**src/rtl/fp_round_pack.sv**
```systemverilog
// fp_round_pack: rounding and IEEE-754 binary32 packing stage that follows the
// FP add/sub normalizer. It is a two-register pipeline: S1 latches the adjusted
// exponent and the round-increment decision, and S2 latches the packed result
// and the fflags {NV, DZ, OF, UF, NX}.
// Build option: define FP_ROUND_SUBNORM_EN to round and pack subnormal results.
// When the macro is undefined, tiny nonzero results flush to signed zero with
// UF and NX set.
//
// Handshake: a beat moves across a port on a rising edge where valid && ready.
// A producer keeps valid and its data stable until that edge. out_valid stays
// high with out_result/out_flags frozen until out_ready is seen. in_ready is
// derived only from pipeline occupancy and out_ready, never from in_valid.
module fp_round_pack #(
    parameter int EXP_W  = 8,
    parameter int FRAC_W = 23
) (
    input  logic                    clk,
    input  logic                    reset_n,
    input  logic                    in_valid,
    output logic                    in_ready,
    input  logic                    in_sign,
    input  logic [EXP_W-1:0]        in_exp,
    input  logic [EXP_W-1:0]        in_shift,
    input  logic [FRAC_W+3:0]       in_sig,
    input  logic                    in_nan,
    input  logic                    in_inf,
    input  logic                    in_nv,
    input  logic [2:0]              in_rm,
    output logic                    out_valid,
    input  logic                    out_ready,
    output logic [EXP_W+FRAC_W:0]   out_result,
    output logic [4:0]              out_flags
);

    localparam int MAN_W = FRAC_W + 1;   // hidden bit + stored fraction
    localparam int E_W   = EXP_W + 2;    // room for sign and overflow of the adjust

    localparam logic [EXP_W-1:0] EXP_ONES = {EXP_W{1'b1}};
    localparam logic [EXP_W-1:0] EXP_MAXF = {{(EXP_W-1){1'b1}}, 1'b0};

    typedef enum logic [2:0] {
        RM_RNE = 3'b000,
        RM_RTZ = 3'b001,
        RM_RDN = 3'b010,
        RM_RUP = 3'b011,
        RM_RMM = 3'b100
    } rm_e;

    // ---------------- S1 decode ----------------
    rm_e              rm_n;
    logic [E_W-1:0]   e_d;
    logic             lsb, g, st, inexact_d, inc_d;

    assign rm_n      = (in_rm > 3'd4) ? RM_RNE : rm_e'(in_rm);
    assign e_d       = {2'b00, in_exp} + {{2{in_shift[EXP_W-1]}}, in_shift};
    assign lsb       = in_sig[3];
    assign g         = in_sig[2];
    assign st        = in_sig[1] | in_sig[0];
    assign inexact_d = g | st;

    // Round-increment decision for the selected rounding mode
    always_comb begin
        inc_d = 1'b0;
        case (rm_n)
            RM_RNE:  inc_d = g & (st | lsb);
            RM_RTZ:  inc_d = 1'b0;
            RM_RDN:  inc_d = inexact_d & in_sign;
            RM_RUP:  inc_d = inexact_d & ~in_sign;
            RM_RMM:  inc_d = g;
            default: inc_d = g & (st | lsb);
        endcase
    end

    // ---------------- flow control ----------------
    logic s1_valid;
    logic s2_ready, s1_load;

    assign s2_ready = !out_valid || out_ready;
    assign in_ready = !s1_valid || s2_ready;
    assign s1_load  = in_valid && in_ready;

    // ---------------- S1 registers ----------------
    logic             s1_sign, s1_inc, s1_inexact, s1_nan, s1_inf, s1_nv;
    logic [E_W-1:0]   s1_e;
    logic [MAN_W-1:0] s1_man;
    rm_e              s1_rm;

    // S1 register: capture decoded beat on accept, empty when it moves to S2
    always_ff @(posedge clk or negedge reset_n) begin
        if (!reset_n) begin
            s1_valid   <= 1'b0;
            s1_sign    <= 1'b0;
            s1_inc     <= 1'b0;
            s1_inexact <= 1'b0;
            s1_nan     <= 1'b0;
            s1_inf     <= 1'b0;
            s1_nv      <= 1'b0;
            s1_e       <= '0;
            s1_man     <= '0;
            s1_rm      <= RM_RNE;
        end else if (s1_load) begin
            s1_valid   <= 1'b1;
            s1_sign    <= in_sign;
            s1_inc     <= inc_d;
            s1_inexact <= inexact_d;
            s1_nan     <= in_nan;
            s1_inf     <= in_inf;
            s1_nv      <= in_nv;
            s1_e       <= e_d;
            s1_man     <= in_sig[FRAC_W+3:3];
            s1_rm      <= rm_n;
        end else if (s2_ready) begin
            s1_valid   <= 1'b0;
        end
    end

    // ---------------- S2 round and pack ----------------
    logic [MAN_W:0]          m;
    logic [E_W-1:0]          exp_f;
    logic [FRAC_W-1:0]       frac_f;
    logic                    ovf, tiny, to_inf, zero_sig;
    logic [EXP_W+FRAC_W:0]   res_d;
    logic [4:0]              flg_d;

    // Apply the increment, fix up the exponent, then select the packed result
    always_comb begin
        m      = {1'b0, s1_man} + {{MAN_W{1'b0}}, s1_inc};
        exp_f  = s1_e;
        frac_f = m[FRAC_W-1:0];
        if (m[MAN_W]) begin
            // carry out of the significand: 1.111.. rounded to 10.000..
            exp_f  = s1_e + E_W'(1);
            frac_f = '0;
        end else if (s1_e == '0 && m[MAN_W-1]) begin
            // largest subnormal rounded up into the smallest normal
            exp_f = E_W'(1);
        end
        ovf      = !exp_f[E_W-1] && (exp_f >= {2'b00, EXP_ONES});
        tiny     = exp_f[E_W-1] || (exp_f == '0);
        zero_sig = (m == '0) && (s1_e[E_W-1] || s1_e == '0);
        to_inf   = (s1_rm == RM_RNE) || (s1_rm == RM_RMM) ||
                   (s1_rm == RM_RUP && !s1_sign) || (s1_rm == RM_RDN && s1_sign);

        res_d = {s1_sign, exp_f[EXP_W-1:0], frac_f};
        flg_d = {s1_nv, 3'b000, s1_inexact};
        if (s1_nan) begin
            res_d = {1'b0, EXP_ONES, 1'b1, {(FRAC_W-1){1'b0}}};
            flg_d = {s1_nv, 4'b0000};
        end else if (s1_inf) begin
            res_d = {s1_sign, EXP_ONES, {FRAC_W{1'b0}}};
            flg_d = 5'b00000;
        end else if (zero_sig) begin
            res_d = {s1_sign, {(EXP_W+FRAC_W){1'b0}}};
            flg_d = {s1_nv, 3'b000, s1_inexact};
        end else if (ovf) begin
            res_d = to_inf ? {s1_sign, EXP_ONES, {FRAC_W{1'b0}}}
                           : {s1_sign, EXP_MAXF, {FRAC_W{1'b1}}};
            flg_d = {s1_nv, 1'b0, 1'b1, 1'b0, 1'b1};
        end else if (tiny) begin
`ifdef FP_ROUND_SUBNORM_EN
            res_d = {s1_sign, {EXP_W{1'b0}}, frac_f};
            flg_d = {s1_nv, 2'b00, s1_inexact, s1_inexact};
`else
            // flush-to-zero: any tiny nonzero result becomes signed zero
            res_d = {s1_sign, {(EXP_W+FRAC_W){1'b0}}};
            flg_d = {s1_nv, 2'b00, 1'b1, 1'b1};
`endif
        end
    end

    // S2 register: load a new result whenever the output is empty or draining
    always_ff @(posedge clk or negedge reset_n) begin
        if (!reset_n) begin
            out_valid  <= 1'b0;
            out_result <= '0;
            out_flags  <= '0;
        end else if (s2_ready) begin
            out_valid <= s1_valid;
            if (s1_valid) begin
                out_result <= res_d;
                out_flags  <= flg_d;
            end
        end
    end

endmodule

```
**config.mk**
```make
export PLATFORM = sky130hd
export DESIGN_NAME = fp_round_pack
export DESIGN_NICKNAME = d
export VERILOG_FILES = /design/src/rtl/fp_round_pack.sv
export SDC_FILE = /design/constraint.sdc
export NUM_CORES = 1
export LEC_CHECK = 0
export CORE_AREA = 2 2 126 128
export DETAILED_ROUTE_END_ITERATION = 10
export DIE_AREA = 0 0 128 130
export PLACE_DENSITY_LB_ADDON = 0.05
export RECOVER_POWER = 50
export SLEW_MARGIN = 20
export SYNTH_ARGS = -nofsm -noshare
export SYNTH_HDL_FRONTEND = slang
export SYNTH_SLANG_ARGS = --single-unit
```
**constraint.sdc**
```tcl
create_clock -name clk -period 4.25 [get_ports clk]
set_clock_uncertainty 0.2 [all_clocks]
set_input_delay 0.85 -clock clk [delete_from_list [all_inputs] [get_ports clk]]
set_output_delay 0.85 -clock clk [all_outputs]
set_load 0.1 [all_outputs]
```
# After elaboration in Yosys (flattened, before gate mapping)
# Index checks and enable logic that the tools add are counted.
# totals
reg_bits,82
in_bits,54
output_inout_bits,39
word_cells,73
# op_classes
add_sub_neg,3
magnitude_cmp,2
n_eq_ne,7
n_mux,18
n_bitwise,7
n_reduce_logical,23
# ops
operator,n
$mux 31,4
$mux 32,1
$add 24x1->25,1
$logic_not 25->1,1
$mux 24,1
$mux 23,1
$logic_not 10->1,2
$mux 10,2
$eq 3x2->1 const B,4
$add 10x1->10 const B,1
$add 9x8->10,1
$ge 10x8->1 const B,1
$mux 5,2
$mux 3,3
$logic_or 1x1->1,7
$eq 3x3->1 const B,2
$logic_and 1x1->1,6
$logic_not 1->1,4
$pmux 1 s4,1
$and 1x1->1,3
$eq 3x1->1 const B,1
$gt 3x3->1 const B,1
$logic_not 3->1,1
$or 1x1->1,3
5 further kinds,6

# Logic depth before layout (Yosys ltp)
# Gate-level depths: netlist of the first run.
# depth
ltp_word,11
depth_mapped,13
mapped_depth_nobuf,11

# Least setup slack after synthesis of the first run
# No wires, ideal clock.
# synth_timing
path_kind,register to register
from,reg s1_inc
to,reg out_result[10]
setup_time_ns,0.122
t_arrival_ns,3.419
required_time_ns,3.928
setup_slack_ns,0.509
path_stages_with_launch,13
n_path_buf,2
cell_sequence,dfrtp_1 ha_1 ha_1 nand3_2 nor4_4 nand2_1 or4_1 xnor2_1 or4_4 buf_6 o211a_4 buf_6 a22o_1
# synth_between
elab_chain_cells,11
elab_cells_between_ends,17
classes_between,add/sub (1); order compare (1); mux (8); reduce/logical (7)
# synth_rtl
element,line_no,source
from (decl),83,"logic s1_sign, s1_inc, s1_inexact, s1_nan, s1_inf, s1_nv;"
from (signal assigned),104,s1_inc <= inc_d;
$add 24x1->25 (*),127,"m = {1'b0, s1_man} + {{MAN_W{1'b0}}, s1_inc};"
"parallel branches: the longest is 7 deep, another holds $ge 10x8->1",--,
$mux 31 (*),152,end else if (zero_sig) begin
$mux 31 (*),149,end else if (s1_inf) begin
$mux 32 (*),146,if (s1_nan) begin
to (signal assigned),180,out_result <= res_d;
to (decl),31,"output logic [EXP_W+FRAC_W:0] out_result,"
# Mark *: on every way between the ends.
# A chain may end at the register's enable or synchronous reset.

# Worst setup path after layout of the first run
# layout_timing
from,reg s1_man[0]
to,reg out_result[20]
# layout_between
elab_chain_cells,11
elab_cells_between_ends,17
classes_between,add/sub (1); order compare (1); mux (8); reduce/logical (7)
# layout_rtl
element,line_no,source
from (decl),85,logic [MAN_W-1:0] s1_man;
from (signal assigned),110,s1_man <= in_sig[FRAC_W+3:3];
$add 24x1->25 (*),127,
"parallel branches: the longest is 7 deep, another holds $ge 10x8->1",--,
$mux 31 (*),152,
$mux 31 (*),149,
$mux 32 (*),146,
# Marks and branches as above.

==> impl_metrics.toml, run 1 <==
[logic_synthesis]
ys_top_cells_by_area = "dfrtp_1 (39%), mux2_2 (5.3%), xnor2_1 (4.4%)"
ys_warn_count = 0
synth_nets = 604
synth_most_common_cell = "dfrtp_1"
syn-cell-area_um2 = 5140
yosys.cell_types.count = 75
synth_top_area_share_pct = 39.5
syn_inst = 536
ys.flop_type = "dfrtp_1"
avgSynthCellArea_um2 = 9.58
synthTopCellsByCount = "dfrtp_1 (81), nand2_1 (47), o21ai_0 (44)"
ys_seq_area_share_pct = 39.5
synth-seq-cells = 81
synth-edff-count = 0
synth_top_cell_by_area = "dfrtp_1"
async_flop_share_pct = 100

[timing]
worst_slack_ns = 0.565
tns_ns = 0
fmax_ghz = 0.271
holdWs_ns = 0.282
finalCritPeriodShare_pct = 86.7
relSlewSlack_pct = -34.0
tightest_slew_ns = 2.01
maxSlewViolCount = 112
finalHoldViolations = 0
setup_viol = 0
rsz0062_at_grt = "no"
finalCriticalPeriod_ns = 3.69

[global_routing]
grt_pass1_vias = 4096
grt.total_usage_pct = 17.4
grt_antenna_before_repair = 0
gr-total-overflow = 0
grt_pass1_wl_mm = 22.3
grt_max_degree = 82

[placed_design]
dp_slack_ns = 0.575
gp_congestion = 0.847
hpwl_mm = 10.5
dp_cells = 792
io_buffers = 91

[clocking]
clk_latency_ns = 0.34
hold_buffers = 0
clkTransAtPathRegs_ns = 0.06
cts_resized = 0
cts_buffer_depth = 2
cts_buffers = 9
ctsRootBufferMaster = "clkbuf_16"
clock-sinks = 81
cts_tree = "yes"
htree_levels = 3
cts_setup_buffers = 0

[cells_and_area]
area_growth_pct = 26.4
num_antenna_cells = 0
n_fill_cell = 1529
final_cell_count_no_fill = 808
nets = 679
register_area_um2 = 2030
drive_gt1_share_pct = 11.4
multi_input_area_um2 = 2830

[route]
wirelength_mm = 13.7
first_iter_violations = 332
wl_per_cell_um = 17.0
vias_per_cell = 5.30
drc = 0
ant_nets = 0
vias = 4281
dr.pass1.iters = 4

[floorplan]
die_area_um2 = 16600
fp.coreArea_um2 = 15400
die_width_um = 128
num_io_pins = 93
fp-row-count = 46
die_h_um = 130
initial_core_util_pct = 33.3

[min_path]
hold_class = "reg2reg"

[pwr]
power_frac_clock_pct = 27.8
power.internal_mw = 1.85
switching_share_pct = 41.2
switchingPower_mw = 1.30
ir_worst_vdd_mv = 0.227
leakage_nw = 2.56
power_frac_comb_pct = 38.4
power.density_nw_per_um2 = 486
p_seq_share_pct = 33.8

[worst_setup_path]
crit_required_ns = 4.28
endpoint_kind = "register"
crit_arrival_ns = 3.72
start_kind = "register"
timing_worst_setup_path_type = "reg2reg"
crit_fanout = 22

[run_status]
status = "finished with violations"
violations = "max-capacitance violations, max-slew violations"

[job]
drv_cap = 2
cells by family (layout without fill, tap and decap cells):
| group | after synthesis | after routing | share of synthesized area, % |
|---|---|---|---|
| flip-flops | 81 | 81 | 39.5 |
| adder cells (fa/ha/maj) | 15 | 15 | 3.75 |
| XOR/XNOR | 39 | 39 | 6.65 |
| multiplexers | 27 | 27 | 5.85 |
| AO/OA/AOI/OAI | 139 | 139 | 19.3 |
| other | 1 | 1 | 0.0730 |
| AND/OR/NAND/NOR | 176 | 176 | 19.5 |
| buffers and inverters | 58 | 138 | 5.46 |
stage by stage:
step	instance area [µm²]	power, mW	utilization (%)
floorplan	5140	1.96	-
global placement	6160	2.29	40.0
detailed placement	6160	2.30	40.0
CTS	6500	3.19	42.2
global route	6490	3.32	42.1
finish	6490	3.15	42.1
worst paths after layout:
| check | slack (ns) | from | cells after the start | end |
|---|---|---|---|---|
| min reg2reg | 0.28 | out_result[31] | 2 | out_result[31] |
| max | 0.56 | s1_man[0] | 11 | out_result[20] |
| min in group asynchronous | 0.87 | reset_n | 1 | out_result[14] |
| min | 0.28 | out_result[31] | 2 | out_result[31] |
| max reg2reg | 0.56 | s1_man[0] | 11 | out_result[20] |
| max in group asynchronous | 1.79 | reset_n | 1 | s1_e[2] |
registers in the layout, summed over array words and instances (netlist names):
register / count
out_valid: 1
s1_inf: 1
out_flags: 4
s1_e: 10
s1_valid: 1
s1_nv: 1
s1_inexact: 1
s1_man: 24
s1_inc: 1
s1_sign: 1
s1_rm: 3
out_result: 32
s1_nan: 1
layout by cell type, fill, tap and decap left out, types with 4 or more instances in the layout:
cell type and n:
a21oi_1 15, a22o_1 25, a31oi_1 4, and2_1 7, and3_1 8, and4_1 4
buf_4 10, clkbuf_16 9, clkdlybuf4s50_1 88, dfrtp_1 81, ha_1 13, inv_1 19
mux2_2 24, nand2_1 47, nand2b_1 6, nand3_1 17, nand4_1 9, nor2_1 25
nor3_1 11, nor3b_1 4, nor4_1 5, nor4b_1 4, o211ai_1 4, o21ai_0 44
o22a_1 4, o31ai_1 12, or3_1 5, xnor2_1 26, xor2_1 13
power groups by stage:
stage | clock network [mW] | registers [mW] | logic [mW]
floorplan | 0 | 1.46 | 0.499
finish | 0.876 | 1.07 | 1.21
detailed placement | 0 | 1.08 | 1.22
global placement | 0 | 1.08 | 1.21
CTS | 0.903 | 1.07 | 1.22
global route | 0.930 | 1.09 | 1.29
critical path: stages, from the launching register on:
cell	delay, ns
dfrtp_1	0.35
ha_1	0.23
ha_1	0.27
nand3_2	0.23
or4_4	0.59
o41ai_1	0.31
a21boi_1	0.36
and4b_1	0.30
or4_4	0.16
buf_4	0.22
o21ai_0	0.14
a22o_1	0.21
cell type report:
class | count | area share (%)
multi-input cells | 397 | 43.6
flip-flops and latches | 81 | 31.2
repair buffers | 103 | 15.1
clock buffers | 12 | 4.11
well taps | 192 | 3.70
clock inverters | 4 | 1.14
inverters | 19 | 1.10
layer usage:
| metal | vias to the layer above | wire [µm] | share of wire, % | track usage, % |
|---|---|---|---|---|
| li1 | 2117 | - | - | - |
| met1 | 2037 | 6950 | 51 | 25.6 |
| met2 | 110 | 5850 | 43 | 25.9 |
| met3 | 17 | 643 | 4.7 | 2.71 |
| met4 | 0 | 271 | 2.0 | 6.40 |
| met5 | - | 0 | 0 | 0 |
No activity file was read; power rests on OpenSTA's default activity.
==> run 2, diff against run 1 <==
Settings changed: DONT_BUFFER_PORTS set to 1.
==> run 2 against run 1 <==
Net effect: the flow still finishes with violations (max-capacitance violations, max-slew violations); wire length fell by 0.73%; largest power group is now sequential cells; fmax fell by 5.4%; sequential share of layout area rose by 5.4 points; final cell count fell by 11%; non-clock buffer count fell by 89; die area did not move; cell area fell by 15%; via count fell by 7.0%; largest cell class unchanged.
==> impl_metrics.toml, run 2 (synthesis results as in run 1) <==
[cells_and_area]
layout_common_cells = "dfrtp_1 (81), nand2_1 (47), o21ai_0 (44), xnor2_1 (26)"
drive_gt1_share_pct = 12.9
largest_reg_flops = 32
top_register = "out_result"
final_common_cell = "dfrtp_1"
nets = 590
num_antenna_cells = 0
n_fill_cell = 1597
final_cell_count_no_fill = 719
utilization_pct = 35.9
top_regs = "out_result (32), s1_man (24), s1_e (10)"
area_growth_pct = 7.80

[route]
first_iter_violations = 292
dr.pass1.iters = 4
drc = 0
wl_per_cell_um = 18.9
vias_per_cell = 5.54
ant_nets = 0
vias = 3982
wirelength_mm = 13.6

[worst_setup_path]
crit_arrival_ns = 3.92
r2r_start = "out_valid"
crit_required_ns = 4.28
crit_fanout = 34
endpoint_kind = "register"
timing_worst_setup_path_type = "reg2reg"
critPathLaunch = "out_valid"
start_kind = "register"

[global_routing]
grt_pass1_vias = 3868
grt_max_degree = 82
grt_pass1_wl_mm = 21.8
gr-total-overflow = 0
grt.total_usage_pct = 17.0
grt_antenna_before_repair = 0

[timing]
tightest_slew_ns = 1.99
finalCritPeriodShare_pct = 91.7
tns_ns = 0
relSlewSlack_pct = -32.6
fmax_ghz = 0.257
holdWs_ns = 0.307
rsz0062_at_grt = "no"
setup_viol = 0
finalCriticalPeriod_ns = 3.90
maxSlewViolCount = 82
finalHoldViolations = 0

[run_status]
status = "finished with violations"
violations = "max-capacitance violations, max-slew violations"

[clocking]
cts_buffer_depth = 2
ctsRootBufferMaster = "clkbuf_16"
clkTransAtPathRegs_ns = 0.06
cts_resized = 0
cts_tree = "yes"
clock-sinks = 81
clk_latency_ns = 0.34
cts_buffers = 9
htree_levels = 3

[floorplan]
fp-row-count = 46
initial_core_util_pct = 33.3
die_h_um = 130
die_area_um2 = 16600
num_io_pins = 93
die_width_um = 128
fp.coreArea_um2 = 15400

[placed_design]
gp_congestion = 0.847
dp_cells = 702
io_buffers = 0
hpwl_mm = 10.3

[min_path]
hold_class = "reg2reg"
hold_path.startpoint = "s1_valid"

[pwr]
leakage_nw = 2.18
ir_worst_vdd_mv = 0.190
power.density_nw_per_um2 = 514

[job]
drv_cap = 1
[run 2: changes by cell type in the layout (fill, tap and decap cells not counted), sizes merged]
cell           previous run  this run
clkinvlp                  0         3
clkbuf                   16        18
dlygate4sd3               1         0
buf                      10         8
bufinv                    2         0
clkinv                    2         1
clkdlybuf4s50            88         0
[run 2: layer usage]
metal  vias to the layer above  track usage (%)  part of all wire [%]
met1                      1919             25.6                    50
li1                       1932                -                     -
met3                        17             3.69                   6.0
met2                       114             23.5                    42
met4                         0             6.66                   1.8
met5                         -                0                     0
[run 2: metrics by stage]
| step | area [µm²] | worst slack [ns] | total power [mW] |
|---|---|---|---|
| finish | 5540 | 0.353 | 2.85 |
| CTS | 5580 | 0.483 | 2.89 |
| detailed placement | 5270 | 0.489 | 2.11 |
| global placement | 5270 | 0.560 | 2.10 |
| global route | 5540 | 0.158 | 3.01 |
| floorplan | 5140 | 0.509 | 1.96 |
[run 2: worst paths after layout]
check	end	slack, ns	depth (start not counted)
setup / recovery	s1_e[9]	0.35	7
hold / removal	out_valid	0.31	1
setup reg to reg	s1_e[9]	0.35	7
hold reg to reg	out_valid	0.31	1
max in group asynchronous	s1_e[4]	1.80	1
min in group asynchronous	out_result[14]	0.87	1
[run 2: report_power, final]
group          internal (mW)  leakage (nW)  switching [mW]  total [mW]
Sequential             0.887         0.992           0.656        1.54
Combinational          0.248          1.05           0.311       0.559
Clock                  0.427         0.131           0.318       0.745
Total                   1.56          2.18            1.28        2.85
[run 2: layout make-up]
type	instances	area (µm²)	share of cell area (%)
Sequential cell	81	2030	36.6
Clock buffer	12	256	4.63
Tap cell	192	240	4.34
Timing Repair Buffer	14	85.1	1.54
Inverter	19	71.3	1.29
Multi-Input combinational cell	397	2830	51.1
Clock inverter	4	27.5	0.497
[run 2: worst max-delay path: stages, from the launching register on]
cell and delay (ns):
dfrtp_1 0.32, clkbuf_1 0.91, nand3b_1 0.17, clkbuf_1 0.60, and2_1 0.39, clkbuf_2 0.49
and3_1 0.41, a211o_1 0.28
[run 2: what timing repair did]
item | in CTS | in global routing
endpoints found under the setup margin | 0 | 0
hold buffers | 1 | 0
endpoints found under the hold margin | 81 | 0
buffers inserted | 0 | 0
